<file path="config.mk">
export PLATFORM = sky130hd
export DESIGN_NAME = axi_dma_engine_s2mm_cmd_sched
export DESIGN_NICKNAME = d
export VERILOG_FILES = /design/src/rtl/axi_dma_engine_pkg.sv /design/src/rtl/axi_dma_engine_burst_splitter.sv /design/src/rtl/axi_dma_engine_s2mm_cmd_sched.sv
export SDC_FILE = /design/constraint.sdc
export NUM_CORES = 1
export LEC_CHECK = 0
export BUFFER_PORTS_ARGS = -buffer_cell sky130_fd_sc_hd__buf_2
export CORE_AREA = 2 2 119 121
export CTS_CLUSTER_SIZE = 10
export DETAILED_ROUTE_END_ITERATION = 7
export DIE_AREA = 0 0 121 123
export PLACE_DENSITY = 0.91
export SLEW_MARGIN = 10
export SYNTH_ARGS = -nofsm -noshare
export SYNTH_HDL_FRONTEND = slang
export SYNTH_HIERARCHICAL = 1
export SYNTH_SLANG_ARGS = --single-unit
</file>
<file path="constraint.sdc">
create_clock -name axis_aclk -period 13.5 [get_ports axis_aclk]
set_clock_uncertainty 0.15 [all_clocks]
set_input_delay 3.375 -clock axis_aclk [delete_from_list [all_inputs] [get_ports axis_aclk]]
set_output_delay 3.375 -clock axis_aclk [all_outputs]
set_load 0.03 [all_outputs]
</file>
<file path="src/rtl/axi_dma_engine_pkg.sv">
// Shared types and constants for the AXI DMA engine S2MM command path.
package axi_dma_engine_pkg;

   typedef enum logic [1:0] {
      ST_IDLE = 2'd0,
      ST_RUN  = 2'd1,
      ST_DONE = 2'd2
   } state_t;

   localparam int AXI_4KB = 4096;

   typedef struct packed {
      logic [31:0] addr;
      logic [7:0]  len;
   } burst_desc_t;

   function automatic int clog2(input int v);
      int r;
      for (r = 0; (1 << r) < v; r++) begin
      end
      return r;
   endfunction

endpackage

</file>
<file path="src/rtl/axi_dma_engine_burst_splitter.sv">
// Splits one write command into AXI burst descriptors bounded by the
// maximum burst length and 4KB pages. One descriptor every two cycles at most.
module axi_dma_engine_burst_splitter
   import axi_dma_engine_pkg::*;
#(
   parameter int BW            = 4,
   parameter int MAX_BURST_LEN = 16
) (
   input  logic        axis_aclk,
   input  logic        axis_aresetn,
   input  logic        start,
   input  logic [31:0] start_addr,
   input  logic [23:0] start_beats,
   output logic [31:0] m_burst_addr,
   output logic [7:0]  m_burst_len,
   output logic        m_burst_valid,
   input  logic        m_burst_ready,
   output logic        done_nxt
);

   localparam int LOG_BW = clog2(BW);

   logic [31:0] cur_addr;
   logic [23:0] beats_left;
   logic [8:0]  cur_beats;
   burst_desc_t desc;
   logic [12:0] room;
   logic [23:0] beats_c;
   logic        hs;

   assign hs           = m_burst_valid & m_burst_ready;
   assign m_burst_addr = desc.addr;
   assign m_burst_len  = desc.len;
   // Beats are exhausted now, or will be once the final descriptor is taken.
   assign done_nxt     = (beats_left == '0) | (hs & (beats_left == 24'(cur_beats)));

   // Next burst size: smallest of remaining beats, burst cap and room in the 4KB page.
   always_comb begin
      room    = 13'(AXI_4KB) - {1'b0, cur_addr[11:0]};
      beats_c = beats_left;
      if (beats_c > 24'(MAX_BURST_LEN)) beats_c = 24'(MAX_BURST_LEN);
      if (beats_c > 24'(room >> LOG_BW)) beats_c = 24'(room >> LOG_BW);
   end

   // Descriptor register: load on start, present, hold until taken, then advance.
   always_ff @(posedge axis_aclk or negedge axis_aresetn) begin
      if (!axis_aresetn) begin
         cur_addr      <= '0;
         beats_left    <= '0;
         cur_beats     <= '0;
         desc          <= '0;
         m_burst_valid <= 1'b0;
      end else if (start) begin
         cur_addr      <= start_addr;
         beats_left    <= start_beats;
         m_burst_valid <= 1'b0;
      end else if (m_burst_valid) begin
         if (m_burst_ready) begin
            m_burst_valid <= 1'b0;
            cur_addr      <= cur_addr + (32'(cur_beats) << LOG_BW);
            beats_left    <= beats_left - 24'(cur_beats);
         end
      end else if (beats_left != '0) begin
         desc.addr     <= cur_addr;
         desc.len      <= 8'(beats_c - 24'd1);
         cur_beats     <= 9'(beats_c);
         m_burst_valid <= 1'b1;
      end
   end

endmodule

</file>
<file path="src/rtl/axi_dma_engine_s2mm_cmd_sched.sv">
// S2MM command scheduler: runs one write command at a time, gating the input
// stream into the realign stage and issuing burst descriptors via the splitter.
// Optional byte-count check enabled by S2MM_CMD_SCHED_LEN_CHK_EN.
module axi_dma_engine_s2mm_cmd_sched
   import axi_dma_engine_pkg::*;
#(
   parameter int DATA_WIDTH    = 32,
   parameter int MAX_BURST_LEN = 16,
   parameter int SIM_DELAY     = 1
) (
   input  logic                    axis_aclk,
   input  logic                    axis_aresetn,
   input  logic [31:0]             s_cmd_addr,
   input  logic [23:0]             s_cmd_bytes,
   input  logic                    s_cmd_valid,
   output logic                    s_cmd_ready,
   input  logic [DATA_WIDTH-1:0]   s_axis_data,
   input  logic [DATA_WIDTH/8-1:0] s_axis_keep,
   input  logic                    s_axis_last,
   input  logic                    s_axis_valid,
   output logic                    s_axis_ready,
   output logic [DATA_WIDTH-1:0]   m_axis_data,
   output logic [DATA_WIDTH/8-1:0] m_axis_keep,
   output logic                    m_axis_last,
   output logic [4:0]              m_axis_user,
   output logic                    m_axis_valid,
   input  logic                    m_axis_ready,
   output logic [31:0]             m_burst_addr,
   output logic [7:0]              m_burst_len,
   output logic                    m_burst_valid,
   input  logic                    m_burst_ready,
   output logic                    m_done_valid,
   output logic                    m_done_err
);

   localparam int BW     = DATA_WIDTH / 8;
   localparam int LOG_BW = clog2(BW);

   state_t      state;
   logic [4:0]  off_q;
   logic [23:0] bytes_q;
   logic        str_done;
   logic        run, cmd_hs, beat_acc, str_fin, brst_fin;
   logic        drain, err_nxt, zero_err;
   logic [25:0] cmd_sum;

   assign run      = (state == ST_RUN);
   assign cmd_hs   = s_cmd_valid & s_cmd_ready;
   assign beat_acc = s_axis_valid & s_axis_ready;
   assign str_fin  = str_done | (beat_acc & s_axis_last);
   assign cmd_sum  = 26'(s_cmd_addr & 32'(BW - 1)) + 26'(s_cmd_bytes) + 26'(BW - 1);

   // Stream gate: pass-through only while the current command still wants data.
   always_comb begin
      s_axis_ready = run & ~str_done & (m_axis_ready | drain);
      m_axis_valid = run & ~str_done & ~drain & s_axis_valid;
      m_axis_data  = run ? s_axis_data : '0;
      m_axis_keep  = run ? s_axis_keep : '0;
      m_axis_last  = run ? s_axis_last : 1'b0;
      m_axis_user  = run ? off_q : 5'd0;
   end

`ifdef S2MM_CMD_SCHED_LEN_CHK_EN
   logic [25:0] byte_cnt, byte_cnt_nxt;

   assign byte_cnt_nxt = byte_cnt + (beat_acc ? 26'($countones(s_axis_keep)) : 26'd0);
   assign err_nxt      = (byte_cnt_nxt != 26'(bytes_q));
   assign zero_err     = 1'b1;

   // Count delivered bytes; once the command is satisfied early, swallow beats up to last.
   always_ff @(posedge axis_aclk or negedge axis_aresetn) begin
      if (!axis_aresetn) begin
         byte_cnt <= '0;
         drain    <= 1'b0;
      end else if (state == ST_IDLE) begin
         byte_cnt <= '0;
         drain    <= 1'b0;
      end else if (run) begin
         byte_cnt <= byte_cnt_nxt;
         if (beat_acc & ~s_axis_last & (byte_cnt_nxt >= 26'(bytes_q))) drain <= 1'b1;
      end
   end
`else
   assign drain    = 1'b0;
   assign err_nxt  = 1'b0;
   assign zero_err = 1'b0;
`endif

   axi_dma_engine_burst_splitter #(
      .BW            (BW),
      .MAX_BURST_LEN (MAX_BURST_LEN)
   ) u_splitter (
      .axis_aclk     (axis_aclk),
      .axis_aresetn  (axis_aresetn),
      .start         (cmd_hs & (s_cmd_bytes != '0)),
      .start_addr    (s_cmd_addr & ~32'(BW - 1)),
      .start_beats   (24'(cmd_sum >> LOG_BW)),
      .m_burst_addr  (m_burst_addr),
      .m_burst_len   (m_burst_len),
      .m_burst_valid (m_burst_valid),
      .m_burst_ready (m_burst_ready),
      .done_nxt      (brst_fin)
   );

   // Command FSM: accept, run until stream and bursts both finish, pulse done.
   always_ff @(posedge axis_aclk or negedge axis_aresetn) begin
      if (!axis_aresetn) begin
         state        <= ST_IDLE;
         s_cmd_ready  <= 1'b0;
         m_done_valid <= 1'b0;
         m_done_err   <= 1'b0;
         off_q        <= '0;
         bytes_q      <= '0;
         str_done     <= 1'b0;
      end else begin
         m_done_valid <= 1'b0;
         case (state)
            ST_IDLE: begin
               s_cmd_ready <= 1'b1;
               if (cmd_hs) begin
                  s_cmd_ready <= 1'b0;
                  off_q       <= 5'(s_cmd_addr & 32'(BW - 1));
                  bytes_q     <= s_cmd_bytes;
                  str_done    <= 1'b0;
                  if (s_cmd_bytes == '0) begin
                     state        <= ST_DONE;
                     m_done_valid <= 1'b1;
                     m_done_err   <= zero_err;
                  end else begin
                     state <= ST_RUN;
                  end
               end
            end
            ST_RUN: begin
               str_done <= str_fin;
               if (str_fin & brst_fin) begin
                  state        <= ST_DONE;
                  m_done_valid <= 1'b1;
                  m_done_err   <= err_nxt;
               end
            end
            ST_DONE: begin
               state       <= ST_IDLE;
               s_cmd_ready <= 1'b1;
               m_done_err  <= 1'b0;
            end
            default: state <= ST_IDLE;
         endcase
      end
   end

endmodule

</file>
==> Word-level counts from Yosys, hierarchy flattened <==
Index checks and enable logic that the tools add are counted.
{ "word_totals": {"reg_bits": 114, "latch_bits": 0, "mem_bits_rw": 0, "rom_bits": 0, "in_bits": 99, "out_inout_bits": 88, "word_cells": 89, "memories": 0} }
{ "classes": {"n_addsub": 6, "n_mul": 0, "div_mod_pow": 0, "magnitude_cmp": 2, "n_eq_ne": 6, "shifts": 0, "n_mux": 32, "bitwise_logic": 15, "n_reduce_logical": 16} }
{ "ops": {"columns": ["cell", "count"], "rows": [
  ["$mux 32", 4],
  ["$mux 24", 4],
  ["$logic_not 24->1", 2],
  ["$reduce_bool 24->1", 2],
  ["$add 32x11->32", 1],
  ["$add 25x2->26 const B", 1],
  ["$add 2x24->25", 1],
  ["$eq 24x9->1", 1],
  ["$gt 24x11->1", 1],
  ["$gt 24x5->1 const B", 1],
  ["$sub 24x9->24", 1],
  ["$mux 1", 13],
  ["$sub 13x12->13 const A", 1],
  ["$and 1x1->1", 10],
  ["$mux 9", 1],
  ["$mux 2", 4],
  ["$reduce_and 2->1", 4],
  ["$reduce_bool 2->1", 4],
  ["$sub 8x1->8 const B", 1],
  ["$pmux 1 s2", 3],
  ["$mux 4", 1],
  ["$ne 2x2->1 const B", 2],
  ["$pmux 2 s2", 1],
  ["$reduce_and 4->1", 1],
  ["other kinds (9)", 12]
]} }

==> Logic depth before layout (Yosys ltp) <==
Gate-level depths: netlist of run 1.
{ "logic_depth": {"word_depth": 9, "mapped_depth": 20, "ltp_nobuf": 17} }

==> By module <==
The synthesis of run 1 kept the hierarchy.
{ "by_module_without_submodules": {"columns": ["mod", "instances", "cells_each", "area_each_um2", "seq_area_each_um2"], "rows": [
  ["axi_dma_engine_burst_splitter", 1, 807, 6745.2, 2652.5],
  ["axi_dma_engine_s2mm_cmd_sched", 1, 153, 1171.1, 175.2]
]} }

==> Least setup slack after synthesis of run 1 <==
No wires, ideal clock.
{ "synth_timing": {"path_type": "input -> output", "start": "in s_axis_valid", "end": "out m_axis_valid", "arrival_time_ns": 4.106, "required_ns": 9.975, "slack_ns": 5.869, "cell_stages": 1, "n_path_buf": 0, "path_cell_list": "nor3b_1"} }
{ "synth_via": {"elab_chain_cells": 1} }
{ "synth_rtl": {"columns": ["item", "line", "source"], "rows": [
  ["start, declared", "axi_dma_engine_s2mm_cmd_sched.sv:20", "input logic s_axis_valid,"],
  ["$and 1x1->1", "axi_dma_engine_s2mm_cmd_sched.sv:56", "m_axis_valid = run & ~str_done & ~drain & s_axis_valid;"],
  ["end, declared", "axi_dma_engine_s2mm_cmd_sched.sv:26", "output logic m_axis_valid,"]
]} }
Every way passes these cells.

==> Final worst setup path of run 1 <==
{ "layout_timing": {"start": "in s_axis_data[27]", "end": "out m_axis_data[27]"} }
{ "layout_via": {"elab_chain_cells": 1} }
{ "layout_rtl": {"columns": ["item", "line", "source"], "rows": [
  ["start, declared", "axi_dma_engine_s2mm_cmd_sched.sv:17", "input logic [DATA_WIDTH-1:0] s_axis_data,"],
  ["$mux 32", "axi_dma_engine_s2mm_cmd_sched.sv:57", "m_axis_data = run ? s_axis_data : '0;"],
  ["end, declared", "axi_dma_engine_s2mm_cmd_sched.sv:22", "output logic [DATA_WIDTH-1:0] m_axis_data,"]
]} }
Every way passes these cells.

==> parameters.txt, run 1 <==
Parameter                              Value

Run status
  Run status ... completed

Detailed routing
  Number of search-and-repair iterations in the first detailed-routing pass ... 6
  Sum of routed wire length over all layers ... 22.8 mm
  Routed via count ... 8056
  Drt via density ... 6.12
  Iteration-0 DRC count of the detailed router ... 813
  DR DRC count ... 0
  Routed wirelength normalized by instance count ... 17.3 um
  Number of nets with antenna violations after detailed routing ... 0

GRT
  First-pass GRT wire length ... 36.5 mm
  Total track usage ... 31.3%
  Remaining global-route overflow ... 0
  Most congested layer reported by global routing ... met2
  Antenna violations before repair ... 0
  Met1 usage ... 37.3%
  Global routing usage on met3 ... 6.69%
  Maximum number of pins on one net before global-route repair ... 92
  Number of global-route vias before repair ... 7501
  Met2 demand-to-capacity share in global routing ... 53.3%

Layout
  Diode insertion count for antenna repair ... 0
  Most used cells in the layout excluding fill and tap cells ... sky130_fd_sc_hd__buf_2, sky130_fd_sc_hd__nand2_1, sky130_fd_sc_hd__dfrtp_1
  Number of nets in the final layout ... 1258
  Number of standard cells in the layout, taps in and fillers out ... 1317
  Filler cells ... 1024
  Most common library cell in the layout ignoring fill and taps ... sky130_fd_sc_hd__buf_2
  Final Util ... 70.4%
  Synthesis-to-finish area growth ... 21.0%
  Share of cells above drive strength 1 ... 21.9%

Timing
  Final-layout setup total negative slack ... 0 ps
  Worst slew margin relative to its limit ... 19.8%
  Portion of the clock cycle consumed by the worst path in the final layout ... 54.9%
  # setup viols final ... 0
  Max Freq ... 0.135 GHz
  Shortest period the worst path allows ... 7420 ps
  Worst hold slack after final layout ... 317 ps
  Unrepaired setup endpoints after global routing ... false
  Max-slew violation count ... 0
  Final Hold Viols ... 0
  Worst-Margin Slew ... 1200 ps

Worst hold path
  Hold depth ... 2
  Hold Crit Class ... flop to flop
  Worst hold start ... u_splitter/m_burst_addr[12]$_DFFE_PN0P_

Placed design
  Count of input and output buffers ... 182
  Placer Congestion ... 0.977
  Post-placement cell count ... 1285
  Detailed-placement wirelength estimate ... 16.0 mm

Logic synthesis
  FFs w/ async S/R, synth ... 100%
  Share of synthesized area occupied by flip-flops and latches ... 35.7%
  Cell count after synthesis ... 960
  Dominant cell type by area after synthesis ... sky130_fd_sc_hd__dfrtp_1
  Largest cells by area after synthesis ... sky130_fd_sc_hd__dfrtp_1, sky130_fd_sc_hd__nand2_1, sky130_fd_sc_hd__ha_1, sky130_fd_sc_hd__o21ai_0, sky130_fd_sc_hd__and2_1
  Count of cell types in the netlist ... 73
  Post-synthesis sequential element count ... 113
  Post-synth EDFFs ... 0
  Top cell type's share of synthesized area ... 35.7%
  Most used flip-flop cell after synthesis ... sky130_fd_sc_hd__dfrtp_1
  Yosys warning count ... 6
  Mean instance size in the synthesized netlist ... 8.25 um2
  Post-Synthesis Cell Area ... 7920 um2

Die
  Die extent in y ... 123 um
  Total core area ... 13600 um2
  Number of I/O pins ... 187
  Number of rows in the core area ... 43
  Die X ... 121 um
  Full die area ... 14900 um2
  Initial Utilization ... 58.2%

Clock tree
  TritonCTS clock tree ... yes
  Clock tree root buffer cell ... sky130_fd_sc_hd__clkbuf_16
  Count of hold-fix buffers inserted at cts ... 0
  Number of sinks driven by the clock tree ... 113
  TritonCTS Buffers ... 17
  Clock insertion delay at the later pin of the skew report ... 430 ps
  Setup fix buffers added after clock tree synthesis ... 0
  Number of resized instances in the post-cts repair step ... 0
  Maximum level of the CTS H-tree ... 4
  Longest Clk Path Bufs ... 2
  Register clock-pin slew on the reported worst setup and hold paths ... 60 ps

Setup path
  Critical path fanouts, max ... 1
  Startpoint of the worst register-to-register path ... u_splitter/beats_left[16]$_DFFE_PN0P_
  Worst path required time ... 9970 ps
  Startpoint type of the worst setup path ... input port
  CP endpoint kind ... output port
  Start point of the critical path ... s_axis_data[27]
  Worst R2R Setup Slack ... 7990 ps
  Path type of the worst setup path ... input port to output port
  Worst Setup EP ... m_axis_data[27]
  Worst endpoint data arrival time ... 3890 ps
  Depth of the worst register-to-register path ... 16
  Endpoint of the worst-slack reg-to-reg timing path ... u_splitter/m_burst_len[4]$_DFFE_PN0P_

Power
  Total power draw ... 0.00234 W
  Worst IR drop on VDD ... 0.108 mV
  Cell leakage power ... 4.42 nW
  Total power per unit cell area ... 244 nW/um2

Flow run
  Maximum capacitance violations ... 0
-- Yosys cell counts (9+ instances only) --
library cell               instances
sky130_fd_sc_hd__o21ai_0          54
sky130_fd_sc_hd__nor3_1           32
sky130_fd_sc_hd__nor4_1           19
sky130_fd_sc_hd__ha_1             32
sky130_fd_sc_hd__xor2_1           17
sky130_fd_sc_hd__a21oi_1          32
sky130_fd_sc_hd__o21a_1           13
sky130_fd_sc_hd__a31oi_1          17
sky130_fd_sc_hd__and2_1           43
sky130_fd_sc_hd__or3_1            10
sky130_fd_sc_hd__nand4_1          13
sky130_fd_sc_hd__and3_1           16
sky130_fd_sc_hd__nor2b_1          18
sky130_fd_sc_hd__o31ai_1          18
sky130_fd_sc_hd__nand3_1          50
sky130_fd_sc_hd__xnor2_1          22
sky130_fd_sc_hd__nand2_1         163
sky130_fd_sc_hd__inv_1            29
sky130_fd_sc_hd__buf_2             9
sky130_fd_sc_hd__or4_1            23
sky130_fd_sc_hd__dfrtp_1         113
sky130_fd_sc_hd__nor2_1           50
sky130_fd_sc_hd__clkbuf_1         40
-- final cells by class --
class / count / area, um2 / area share [%]
tap: 180 / 225 / 2.35
clock buffer: 18 / 439 / 4.58
clock inverter: 14 / 203 / 2.12
inverter: 29 / 109 / 1.14
timing repair buffer: 190 / 973 / 10.2
sequential: 113 / 2830 / 29.5
multi-input combinational: 773 / 4800 / 50.1
-- report_power, final --
group          leakage [nW]  switching [W]  total [W]  internal (W)
Clock                 0.312       0.000174   0.000491      0.000317
Combinational          2.78       0.000770    0.00119      0.000425
Sequential             1.33       0.000162   0.000654      0.000491
Total                  4.42        0.00111    0.00234       0.00123
-- logic make-up (layout without fill, tap and decap cells) --
logic type	count (synthesis)	after routing	synth area share, %
other	2	13	0.0949
buffers and inverters	85	251	4.55
muxes	8	8	1.11
and+or+nand+nor	478	478	31.8
AOI/OAI and AO/OA	200	200	16.6
DFF	113	113	35.7
xor gates and xnor gates	39	39	4.31
adders and majority gates	35	35	5.82
-- layer usage --
| layer | wire length (um) | vias up |
|---|---|---|
| li1 | - | 3806 |
| met2 | 11300 | 426 |
| met1 | 8970 | 3751 |
| met3 | 1520 | 73 |
| met5 | 0 | - |
| met4 | 990 | 0 |
-- worst min-delay path by stage --
stage                                                   end  slack (ps)
floorplan                              off_q[0]$_DFFE_PN0P_         290
global route        u_splitter/m_burst_addr[18]$_DFFE_PN0P_         340
finish              u_splitter/m_burst_addr[12]$_DFFE_PN0P_         320
global placement     u_splitter/m_burst_addr[2]$_DFFE_PN0P_         300
CTS                 u_splitter/m_burst_addr[18]$_DFFE_PN0P_         320
detailed placement   u_splitter/m_burst_addr[0]$_DFFE_PN0P_         310
-- worst max-delay path, cell delays in order --
cell and delay, ps:
sky130_fd_sc_hd__buf_2 70, sky130_fd_sc_hd__and2_1 210, sky130_fd_sc_hd__buf_2 240
-- state kept, by name, indices dropped and copies added, names as in the netlist --
signal	count
u_splitter/cur_beats	9
u_splitter/m_burst_len	8
u_splitter/m_burst_addr	32
s_cmd_ready	1
m_done_valid	1
str_done	1
u_splitter/m_burst_valid	1
state	2
u_splitter/beats_left	24
u_splitter/cur_addr	32
off_q	2
-- stage by stage --
stage	instance area, um2	setup WS (ps)
2_1_floorplan	7960	5870
6_report	9580	6080
3_5_place_dp	8940	6080
5_1_grt	9580	6090
3_3_place_gp	8940	6080
4_1_cts	9580	6080
(Power assumes the default switching activity.)
==> inputs of run 2 (changes only) <==
--- a/config.mk
+++ b/config.mk
@@ -6,11 +6,11 @@
 export NUM_CORES = 1
 export LEC_CHECK = 0
 export BUFFER_PORTS_ARGS = -buffer_cell sky130_fd_sc_hd__buf_2
-export CORE_AREA = 2 2 119 121
+export CORE_AREA = 2 2 129 131
 export CTS_CLUSTER_SIZE = 10
 export DETAILED_ROUTE_END_ITERATION = 7
-export DIE_AREA = 0 0 121 123
-export PLACE_DENSITY = 0.91
+export DIE_AREA = 0 0 131 133
+export PLACE_DENSITY = 0.82
 export SLEW_MARGIN = 10
 export SYNTH_ARGS = -nofsm -noshare
 export SYNTH_HDL_FRONTEND = slang
==> constraint.sdc (replaced) <==
create_clock -name axis_aclk -period 6.7 [get_ports axis_aclk]
set_clock_uncertainty 0.15 [all_clocks]
set_input_delay 1.675 -clock axis_aclk [delete_from_list [all_inputs] [get_ports axis_aclk]]
set_output_delay 1.675 -clock axis_aclk [all_outputs]
set_load 0.03 [all_outputs]
==> run 2 against run 1 <==
Net effect:
- die area increased by 17%
- combinational power is 100% higher
- sequential cell count stayed put
- wire length fell by 1.5%
- highest routed layer unchanged
==> parameters.txt, run 2 (synthesis gave the netlist of run 1 again) <==
Parameter                              Value

Run status
  Run status ... completed

Timing
  Worst-Margin Slew ... 1020 ps
  Unrepaired setup endpoints after global routing ... false
  Shortest period the worst path allows ... 5320 ps
  Max Freq ... 0.188 GHz
  Final-layout setup total negative slack ... 0 ps
  Max-slew violation count ... 0
  # setup viols final ... 0
  Portion of the clock cycle consumed by the worst path in the final layout ... 79.5%
  Worst slew margin relative to its limit ... 31.7%
  Final Hold Viols ... 0
  Final setup slack of the worst path ... 1380 ps

Detailed routing
  Number of nets with antenna violations after detailed routing ... 0
  Routed via count ... 7761
  Routed wirelength normalized by instance count ... 16.5 um
  DR DRC count ... 0
  Iteration-0 DRC count of the detailed router ... 587
  Sum of routed wire length over all layers ... 22.4 mm
  Drt via density ... 5.72
  Number of search-and-repair iterations in the first detailed-routing pass ... 5

Clock tree
  Clock insertion delay at the later pin of the skew report ... 420 ps
  TritonCTS Buffers ... 17
  Longest Clk Path Bufs ... 2
  Number of resized instances in the post-cts repair step ... 0
  Setup fix buffers added after clock tree synthesis ... 0
  Maximum level of the CTS H-tree ... 4
  Number of sinks driven by the clock tree ... 113
  Count of hold-fix buffers inserted at cts ... 0
  Register clock-pin slew on the reported worst setup and hold paths ... 60 ps
  TritonCTS clock tree ... yes
  Clock tree root buffer cell ... sky130_fd_sc_hd__clkbuf_16

Power
  Net switching power of the design ... 0.00219 W
  Sequential cell fraction of total power ... 28.4%
  Cell leakage power ... 4.39 nW
  Power Internal ... 0.00240 W
  Part of the total power dissipated in combinational logic ... 52.5%
  Worst IR drop on VDD ... 0.291 mV
  Switching part of the total power ... 47.7%
  Power share of the clock group ... 19.1%
  Total power per unit cell area ... 479 nW/um2

Placed design
  Detailed-placement wirelength estimate ... 16.3 mm
  Post-placement cell count ... 1325
  Count of input and output buffers ... 182
  Worst setup timing slack at the placement stage ... 1520 ps
  Placer Congestion ... 0.938

Layout
  Filler cells ... 1415
  Share of cells above drive strength 1 ... 21.9%
  Number of standard cells in the layout, taps in and fillers out ... 1357
  Most used cells in the layout excluding fill and tap cells ... sky130_fd_sc_hd__buf_2, sky130_fd_sc_hd__nand2_1, sky130_fd_sc_hd__dfrtp_1
  Number of nets in the final layout ... 1258
  Diode insertion count for antenna repair ... 0
  Most common library cell in the layout ignoring fill and taps ... sky130_fd_sc_hd__buf_2
  Synthesis-to-finish area growth ... 20.8%

Setup path
  Worst R2R Setup Slack ... 1380 ps
  Critical path fanouts, max ... 15
  CP endpoint kind ... flop
  Startpoint type of the worst setup path ... flop
  Worst endpoint data arrival time ... 5490 ps
  Worst path required time ... 6870 ps
  Path type of the worst setup path ... flop to flop

Flow run
  Maximum capacitance violations ... 0

GRT
  Antenna violations before repair ... 0
  First-pass GRT wire length ... 35.9 mm
  Total track usage ... 26.1%
  Maximum number of pins on one net before global-route repair ... 91
  Number of global-route vias before repair ... 7184
  Remaining global-route overflow ... 0

Die
  Initial Utilization ... 49.0%
  Full die area ... 17400 um2
  Number of I/O pins ... 187
  Die extent in y ... 133 um
  Total core area ... 16200 um2
  Number of rows in the core area ... 47
  Die X ... 131 um

Worst hold path
  Hold Crit Class ... flop to flop
## run 2: cell count changes in the layout (fill, tap and decap cells not counted), sizes merged
cell and delta:
clkinv +5, inv -5, bufinv -2, clkinvlp +2
## run 2: worst max-delay path, cell delays in order, from the launching register on
cell and delay [ps]:
sky130_fd_sc_hd__dfrtp_1 420, sky130_fd_sc_hd__nor4_1 410, sky130_fd_sc_hd__nand2_1 310, sky130_fd_sc_hd__nor3_1 690, sky130_fd_sc_hd__and2_1 250, sky130_fd_sc_hd__ha_1 250
sky130_fd_sc_hd__a21o_1 170, sky130_fd_sc_hd__a21o_1 170, sky130_fd_sc_hd__a211oi_1 630, sky130_fd_sc_hd__or2_2 420, sky130_fd_sc_hd__mux2_2 400, sky130_fd_sc_hd__ha_1 320
sky130_fd_sc_hd__o22ai_1 230, sky130_fd_sc_hd__xnor2_1 140, sky130_fd_sc_hd__nor2_1 50, sky130_fd_sc_hd__o31ai_1 220
## run 2: per-layer routing
layer	track usage, %	wire length [um]
met4	8.75	482
met3	5.22	1420
met5	0	0
met2	44.4	11200
met1	33.0	9310
## run 2: through the flow
stage                     area (um2)  power [W]  utilization (%)  hold slack (ps)
after floorplan                 7960    0.00303                -              287
after global routing            9560    0.00494             59.1              344
after detailed placement        8990    0.00367             55.6              308
after CTS                       9560    0.00457             59.1              321
final                           9560    0.00459             59.1              315
after global placement          8990    0.00360             55.6              302
## run 2: path summary, 6_finish.rpt
check                                                          end                               startpoint  cells after the start
min reg2reg                u_splitter/m_burst_addr[15]$_DFFE_PN0P_  u_splitter/m_burst_addr[15]$_DFFE_PN0P_                      2
min                        u_splitter/m_burst_addr[15]$_DFFE_PN0P_  u_splitter/m_burst_addr[15]$_DFFE_PN0P_                      2
max                          u_splitter/m_burst_len[4]$_DFFE_PN0P_    u_splitter/beats_left[16]$_DFFE_PN0P_                     15
min in group asynchronous  u_splitter/m_burst_addr[11]$_DFFE_PN0P_                             axis_aresetn                      1
max in group asynchronous      u_splitter/cur_beats[2]$_DFFE_PN0P_                             axis_aresetn                      2
max reg2reg                  u_splitter/m_burst_len[4]$_DFFE_PN0P_    u_splitter/beats_left[16]$_DFFE_PN0P_                     15
## run 2: cell type report
cell class	instances	area [um2]	share of cell area [%]
Tap cell	220	275	2.88
Timing Repair Buffer	190	973	10.2
Sequential cell	113	2830	29.6
Inverter	29	109	1.14
Clock buffer	18	429	4.49
Multi-Input combinational cell	773	4810	50.3
Clock inverter	14	143	1.49
## run 2: power groups by stage
stage	sequential (W)	combinational [W]	clock, W
after global placement	0.00129	0.00230	0
after floorplan	0.00146	0.00157	0
final	0.00130	0.00241	0.000874
after detailed placement	0.00131	0.00236	0
after CTS	0.00130	0.00238	0.000889
after global routing	0.00135	0.00266	0.000923
